[src/rtl/rd_tag_allocator.sv]
// Destination-register rename tag allocator: issues free tags round-robin from ID
// and tracks in-flight tags until write-back release or pipeline kill.
module rd_tag_allocator #(
  parameter int TAG_WIDTH = 3,
  localparam int NUM_TAGS = 1 << TAG_WIDTH
) (
  input  logic                 clk,
  input  logic                 reset_n,
  input  logic                 alloc_req,
  output logic                 alloc_gnt,
  output logic [TAG_WIDTH-1:0] alloc_tag,
  output logic                 tag_full,
  input  logic                 release_en,
  input  logic [TAG_WIDTH-1:0] release_tag,
  input  logic                 kill_en,
  input  logic [NUM_TAGS-1:0]  kill_mask,
  output logic [NUM_TAGS-1:0]  busy_mask,
  output logic [TAG_WIDTH-1:0] free_cnt,
  output logic                 err_release
);

  localparam logic [TAG_WIDTH:0]   WRAP     = (TAG_WIDTH+1)'(NUM_TAGS - 1);
  localparam logic [TAG_WIDTH-1:0] LAST_TAG = TAG_WIDTH'(NUM_TAGS - 1);

  logic [NUM_TAGS-1:0]  busy;
  logic [NUM_TAGS-1:0]  busy_next;
  logic [NUM_TAGS-1:0]  rel_vec;
  logic [NUM_TAGS-1:0]  kill_vec;
  logic [NUM_TAGS-1:0]  alloc_vec;
  logic [TAG_WIDTH-1:0] ptr;
  logic [TAG_WIDTH-1:0] ptr_next;
  logic [TAG_WIDTH-1:0] sel_tag;
  logic [TAG_WIDTH-1:0] free_q;
  logic [TAG_WIDTH-1:0] free_next;
  logic [TAG_WIDTH:0]   cand;
  logic                 found;
  logic                 rel_valid;
  logic                 rel_err;

  // Round-robin search over tags 1..NUM_TAGS-1 starting at ptr; tag 0 is never a candidate.
  always_comb begin
    sel_tag = '0;
    found   = 1'b0;
    cand    = '0;
    for (int k = 0; k < NUM_TAGS - 1; k++) begin
      cand = {1'b0, ptr} + (TAG_WIDTH+1)'(k);
      if (cand > WRAP) cand = cand - WRAP;
      if (!found && !busy[cand[TAG_WIDTH-1:0]]) begin
        found   = 1'b1;
        sel_tag = cand[TAG_WIDTH-1:0];
      end
    end
  end

  assign tag_full    = (free_q == '0);
  assign alloc_gnt   = alloc_req & ~tag_full;
  assign alloc_tag   = sel_tag;
  assign busy_mask   = busy;
  assign free_cnt    = free_q;

  assign rel_valid = release_en && (release_tag != '0);
  assign rel_err   = rel_valid && !busy[release_tag];

  always_comb begin
    rel_vec   = '0;
    alloc_vec = '0;
    kill_vec  = '0;
    if (rel_valid && busy[release_tag]) rel_vec[release_tag] = 1'b1;
    if (alloc_gnt) alloc_vec[sel_tag] = 1'b1;
    if (kill_en) kill_vec = kill_mask & ~NUM_TAGS'(1);
    busy_next = (busy & ~rel_vec & ~kill_vec) | alloc_vec;
  end

  // Next free count is recomputed from next busy so it can never drift from the bitmap.
  always_comb begin
    free_next = '0;
    for (int i = 1; i < NUM_TAGS; i++) begin
      if (!busy_next[i]) free_next = free_next + TAG_WIDTH'(1);
    end
  end

  always_comb begin
    ptr_next = ptr;
    if (alloc_gnt) ptr_next = (sel_tag == LAST_TAG) ? TAG_WIDTH'(1) : sel_tag + TAG_WIDTH'(1);
  end

  always_ff @(posedge clk or negedge reset_n) begin
    if (!reset_n) begin
      busy        <= '0;
      ptr         <= TAG_WIDTH'(1);
      free_q      <= LAST_TAG;
      err_release <= 1'b0;
    end else begin
      busy        <= busy_next;
      ptr         <= ptr_next;
      free_q      <= free_next;
      err_release <= err_release | rel_err;
    end
  end

endmodule

[config.mk]
export PLATFORM = sky130hd
export DESIGN_NAME = rd_tag_allocator
export DESIGN_NICKNAME = d
export VERILOG_FILES = /design/src/rtl/rd_tag_allocator.sv
export SDC_FILE = /design/constraint.sdc
export NUM_CORES = 1
export LEC_CHECK = 0
export CORE_MARGIN = 8
export CORE_UTILIZATION = 50
export DETAILED_ROUTE_END_ITERATION = 6
export DONT_BUFFER_PORTS = 1
export PLACE_DENSITY_LB_ADDON = 0.2
export SLEW_MARGIN = 20
export SYNTH_ARGS = -nofsm -noshare
export SYNTH_HDL_FRONTEND = slang
export SYNTH_SLANG_ARGS = --single-unit
[constraint.sdc]
create_clock -name clk -period 5.9 [get_ports clk]
set_input_delay 0.885 -clock clk [delete_from_list [all_inputs] [get_ports clk]]
set_output_delay 0.885 -clock clk [all_outputs]
set_load 0.03 [all_outputs]
==> flow_summary.json, run 1 <==
{
  "outcome": "finished clean",
  "finalHoldViolCount": 0,
  "grt_pass1_vias": 2617,
  "seqCellArea_um2": 380,
  "numPortBuffers": 0,
  "synth_edf_count": 0,
  "numCtsBuffers": 3,
  "htree_levels": 1,
  "critPathRequiredTime_ns": 6.08,
  "ant_nets": 0,
  "fin_worst_skew_ns": 0.00685,
  "clock_sinks": 15,
  "netlist_instances": 333,
  "nets": 389,
  "synth_seq_cells": 15,
  "ys_warn_count": 0,
  "worstSkewPairLatency_ns": 0.25,
  "avgViaCountPerCell": 6.41,
  "synth.avg_cell_area_um2": 8.62,
  "timing.rr.end": "free_cnt[2]$_DFF_PN1_",
  "die_width_um": 91.8,
  "wire_per_inst_um": 20.8,
  "fin_crit_ns": 5.72,
  "critical_path.max_fanout": 6,
  "ys_types": 76,
  "synth_ff_type": "dfrtp_1",
  "critPathLaunchType": "flop",
  "grt_pass1_wl_um": 13600,
  "num_rows": 27,
  "path_delay_family": "adder cells",
  "cts_tree": "built",
  "clock_path_buffers": 2,
  "totalWireLength_um": 8870,
  "drt-pass1-iter-count": 4,
  "setup_viol": 0,
  "r2r_setup_slack_ns": 0.18,
  "ys_seq_area_frac": 0.133,
  "areaGrowthSynthToFinish_pct": 20.1,
  "dieArea_um2": 8420,
  "clk_pin_slew_ns": 0.07,
  "fmax_mhz": 175,
  "post-route-period-util": 0.969,
  "syn-num-nets": 366,
  "fillerInstances": 501,
  "diodes": 0,
  "path_class": "flop to flop",
  "die_y_um": 91.8,
  "holdCritPathClass": "primary input to asynchronous set/reset pin",
  "slowest_delay_ns": 0.59,
  "slew_headroom": 0.363,
  "crit_arrival_ns": 5.89,
  "multi_input_area_um2": 2460,
  "yosys.area.top_type_share": 0.0959,
  "syn_area_um2": 2870,
  "grt.total_usage": 0.194,
  "crit_slowest_cell": "mux4_2",
  "dp_hpwl_um": 6500,
  "drv_cap": 0,
  "drc": 0,
  "overflow": 0,
  "antenna_found_initial": 0,
  "path_buf_inv": 7,
  "pin_count": 33,
  "routabilityCongestion": 0.921,
  "crit_path_end_kind": "flop",
  "num_vias": 2737,
  "first_iter_violations": 141,
  "slew_violations": 0,
  "initial_core_util": 0.518,
  "clockRootBuffer": "clkbuf_8",
  "core_area_um2": 5540,
  "drive_above_1_share": 0.361,
  "r2r-start": "ptr[2]$_DFFE_PN0P_",
  "postSynth.asyncResetShare": 1.00,
  "yosys.area.top_type": "dfrtp_1",
  "grt_max_degree": 20,
  "synthTopCellsByArea": "dfrtp_1, mux2i_1, ha_1",
  "worst_pin_slew_ns": 0.949,
  "hold_ws_ns": 0.318,
  "ff2ff_path_depth": 28,
  "crit_top_cell": "inv_1"
}
==> cells in the mapped netlist, types with 6 or more instances <==
master,instances
a21oi_1,9
buf_2,7
buf_6,6
clkbuf_1,6
dfrtp_1,11
ha_1,17
inv_1,24
mux2_2,11
mux2i_1,26
mux4_2,8
nand2_1,28
nand2b_1,7
nand3_1,9
nor2_1,13
nor3_1,6
o21ai_0,14
xnor2_1,9
==> layout by cell type, fill, tap and decap left out, types with 3 or more instances in the layout <==
cell type,count
a211o_1,5
a21oi_1,7
a31oi_1,3
and2_1,4
and3_1,3
buf_4,40
clkbuf_8,3
dfrtp_1,11
dfstp_2,4
ha_1,11
ha_2,4
inv_1,23
inv_2,3
mux2_2,9
mux2_4,3
mux2i_1,22
mux2i_2,3
mux4_2,9
nand2_1,27
nand2b_1,7
nand3_1,9
nand3b_1,3
nand4_1,4
nor2_1,11
nor3_1,4
o211ai_1,3
o21ai_0,12
o21ai_1,3
o221ai_1,3
o311ai_0,4
o31a_1,4
xnor2_1,7
xnor2_2,6
==> metrics by stage <==
step	instances	utilization	setup TNS (ns)	area, um^2	setup slack [ns]
finish	427	0.622	0	3450	0.184
global route	427	0.622	-0.0639	3450	-0.0639
CTS	414	0.564	0	3130	0.0235
detailed placement	410	0.555	-0.0177	3070	-0.0177
global placement	410	0.555	0	3070	0.0943
floorplan	333	-	0	2920	0.0106
==> layout make-up <==
| type | count | area share |
|---|---|---|
| Clock buffer | 3 | 0.0120 |
| Clock inverter | 1 | 0.00218 |
| Inverter | 28 | 0.0319 |
| Multi-Input combinational cell | 265 | 0.714 |
| Sequential cell | 15 | 0.110 |
| Tap cell | 72 | 0.0261 |
| Timing Repair Buffer | 43 | 0.103 |
==> worst max path at each step <==
stage                       start               endpoint  slack, ns  cells after the start
4_1_cts        ptr[0]$_DFFE_PN1P_  free_cnt[2]$_DFF_PN1_       0.02                     30
2_1_floorplan  ptr[0]$_DFFE_PN1P_  free_cnt[2]$_DFF_PN1_       0.01                     33
3_3_place_gp   ptr[1]$_DFFE_PN0P_  free_cnt[2]$_DFF_PN1_       0.09                     31
6_report       ptr[2]$_DFFE_PN0P_  free_cnt[2]$_DFF_PN1_       0.18                     28
3_5_place_dp   ptr[0]$_DFFE_PN1P_  free_cnt[2]$_DFF_PN1_      -0.02                     31
5_1_grt        ptr[1]$_DFFE_PN0P_  free_cnt[2]$_DFF_PN1_      -0.06                     30
==> logic make-up (layout without fill, tap and decap cells) <==
| kind of cell | Yosys count | in the layout | share of synthesized area |
|---|---|---|---|
| adders and majority gates | 17 | 17 | 0.0741 |
| buffers and inverters | 53 | 75 | 0.0968 |
| AOI/OAI and AO/OA | 86 | 86 | 0.237 |
| xor gates and xnor gates | 17 | 17 | 0.0676 |
| muxes | 47 | 47 | 0.210 |
| and+or+nand+nor | 98 | 98 | 0.182 |
| DFF | 15 | 15 | 0.133 |
==> timing repair <==
item / 4_1_cts / 5_1_grt
pin swaps: 0 / 15
endpoints found under the setup margin: 1 / 2
hold buffers: 0 / 0
setup buffers: 0 / 12
gates resized for setup: 1 / 47
cloned: 0 / 1
==> sequential cells by signal, summed over array words and instances, names as in the netlist <==
register and cells:
busy_mask 8, free_cnt 3, ptr 3, err_release 1
==> metal layers <==
| metal | vias to the layer above | global-route usage | part of all wire |
|---|---|---|---|
| met4 | 0 | 0.0792 | 0.032 |
| met3 | 24 | 0.0440 | 0.081 |
| met1 | 1298 | 0.240 | 0.41 |
| met2 | 133 | 0.318 | 0.48 |
| li1 | 1282 | - | - |
| met5 | - | 0 | 0 |
Power of run 1 is left out: the tool's default activity adds up to more than one toggle a clock period on the data nets, which glitch-free logic cannot reach.
==> inputs of run 2 (changes only) <==
--- a/config.mk
+++ b/config.mk
@@ -5,7 +5,7 @@
 export SDC_FILE = /design/constraint.sdc
 export NUM_CORES = 1
 export LEC_CHECK = 0
-export CORE_MARGIN = 8
+export CORE_MARGIN = 2
 export CORE_UTILIZATION = 50
 export DETAILED_ROUTE_END_ITERATION = 6
 export DONT_BUFFER_PORTS = 1
==> run 2 against run 1 <==
  * Cell count rose by 1.6%
  * Register-to-register slack improved by 0.03 ns
  * Clock skew shrank 0.0049 ns
  * Via count is 1.6% higher
  * Clock-buffer cell count stayed put
  * Core utilization increased by 0.54 points
==> flow_summary.json, run 2 (same netlist as run 1, synthesis figures left out) <==
{
  "final_common_cell": "buf_4",
  "crit_slowest_cell": "mux4_2",
  "pin_count": 33,
  "grt_util_met2": 0.477,
  "r2r-start": "ptr[1]$_DFFE_PN0P_",
  "slowest_delay_ns": 0.55,
  "clk_pin_slew_ns": 0.07,
  "avgViaCountPerCell": 6.41,
  "fin_worst_skew_ns": 0.00192,
  "met3_usage": 0.0339,
  "grt_pass1_vias": 2742,
  "dieArea_um2": 6360,
  "antenna_found_initial": 0,
  "largest_reg_flops": 8,
  "fillerInstances": 476,
  "clockRootBuffer": "clkbuf_8",
  "most-common-layout-cells": "buf_4, nand2_1, mux2i_1",
  "busiest_layer": "met2",
  "htree_levels": 1,
  "areaGrowthSynthToFinish_pct": 21.2,
  "r2r_setup_slack_ns": 0.22,
  "crit_path_end_kind": "flop",
  "setup_viol": 0,
  "timing.rr.end": "free_cnt[2]$_DFF_PN1_",
  "ff2ff_path_depth": 30,
  "fin_setup_tns_ns": 0,
  "grt_max_degree": 20,
  "numCtsBuffers": 3,
  "clock_sinks": 15,
  "worst_pin_slew_ns": 0.933,
  "slew_violations": 0,
  "post-route-period-util": 0.963,
  "grt_pass1_wl_um": 13600,
  "num_rows": 27,
  "crit_top_cell": "inv_1",
  "drc": 0,
  "cts_tree": "built",
  "first_iter_violations": 156,
  "totalWireLength_um": 8680,
  "dpl_cell_area_um2": 3080,
  "dp_hpwl_um": 6240,
  "slew_headroom": 0.373,
  "ant_nets": 0,
  "numPortBuffers": 0,
  "nets": 396,
  "fmax_mhz": 176,
  "stdcell_area_um2": 3480,
  "path_class": "flop to flop",
  "overflow": 0,
  "crit_arrival_ns": 5.87,
  "use_met1": 0.339,
  "clock_path_buffers": 2,
  "outcome": "finished clean",
  "path_delay_family": "adder cells",
  "grt.total_usage": 0.274,
  "critical_path.max_fanout": 5,
  "critPathRequiredTime_ns": 6.08,
  "core_area_um2": 5540,
  "num_vias": 2782,
  "finalHoldViolCount": 0,
  "initial_core_util": 0.518,
  "cp-startpoint": "ptr[1]$_DFFE_PN0P_",
  "drt-pass1-iter-count": 5,
  "drive_above_1_share": 0.376,
  "diodes": 0,
  "instances_no_fill": 434,
  "die_y_um": 79.8,
  "routabilityCongestion": 0.941,
  "fin_crit_ns": 5.68,
  "dp.cells": 411,
  "path_buf_inv": 8,
  "holdCritPathClass": "primary input to asynchronous set/reset pin",
  "die_width_um": 79.8,
  "critPathLaunchType": "flop",
  "drv_cap": 0,
  "worstSkewPairLatency_ns": 0.25,
  "wire_per_inst_um": 20.0,
  "fin_util": 0.628
}
==> run 2: worst max-delay path by stage <==
| stage | endpoint | slack, ns | cells after the start |
|---|---|---|---|
| after CTS | free_cnt[2]$_DFF_PN1_ | 0.006 | 31 |
| final | free_cnt[2]$_DFF_PN1_ | 0.22 | 30 |
| after global routing | free_cnt[2]$_DFF_PN1_ | -0.09 | 29 |
| after detailed placement | free_cnt[2]$_DFF_PN1_ | -0.02 | 31 |
| after floorplan | free_cnt[2]$_DFF_PN1_ | 0.01 | 33 |
| after global placement | free_cnt[2]$_DFF_PN1_ | 0.10 | 31 |
==> run 2: stage by stage <==
step,hold WS [ns],setup slack (ns)
2_1_floorplan,0.589,0.0106
3_3_place_gp,0.590,0.104
3_5_place_dp,0.590,-0.0213
4_1_cts,0.314,0.00637
5_1_grt,0.307,-0.0858
6_report,0.317,0.217
==> run 2: final cells by class <==
type                    instances  area [um^2]  area share
clock buffers                   3         41.3      0.0119
flip-flops and latches         15          382       0.110
repair buffers                 50          399       0.115
well taps                      72         90.1      0.0259
clock inverters                 1         7.51     0.00216
multi-input cells             265         2440       0.703
inverters                      28          114      0.0327
==> run 2: timing repair <==
action,4_1_cts,5_1_grt
setup endpoints to repair,1,2
buffers inserted,0,19
hold endpoints to repair,0,0
gates cloned,0,0
hold buffers,0,0
resized for setup,2,45
pin swaps,0,14
==> run 2: routing by layer <==
metal / vias to the layer above / share of wire
li1: 1301 / -
met1: 1320 / 0.41
met2: 129 / 0.49
met3: 32 / 0.068
met4: 0 / 0.040
met5: - / 0
Power of run 2 is left out for the same reason.
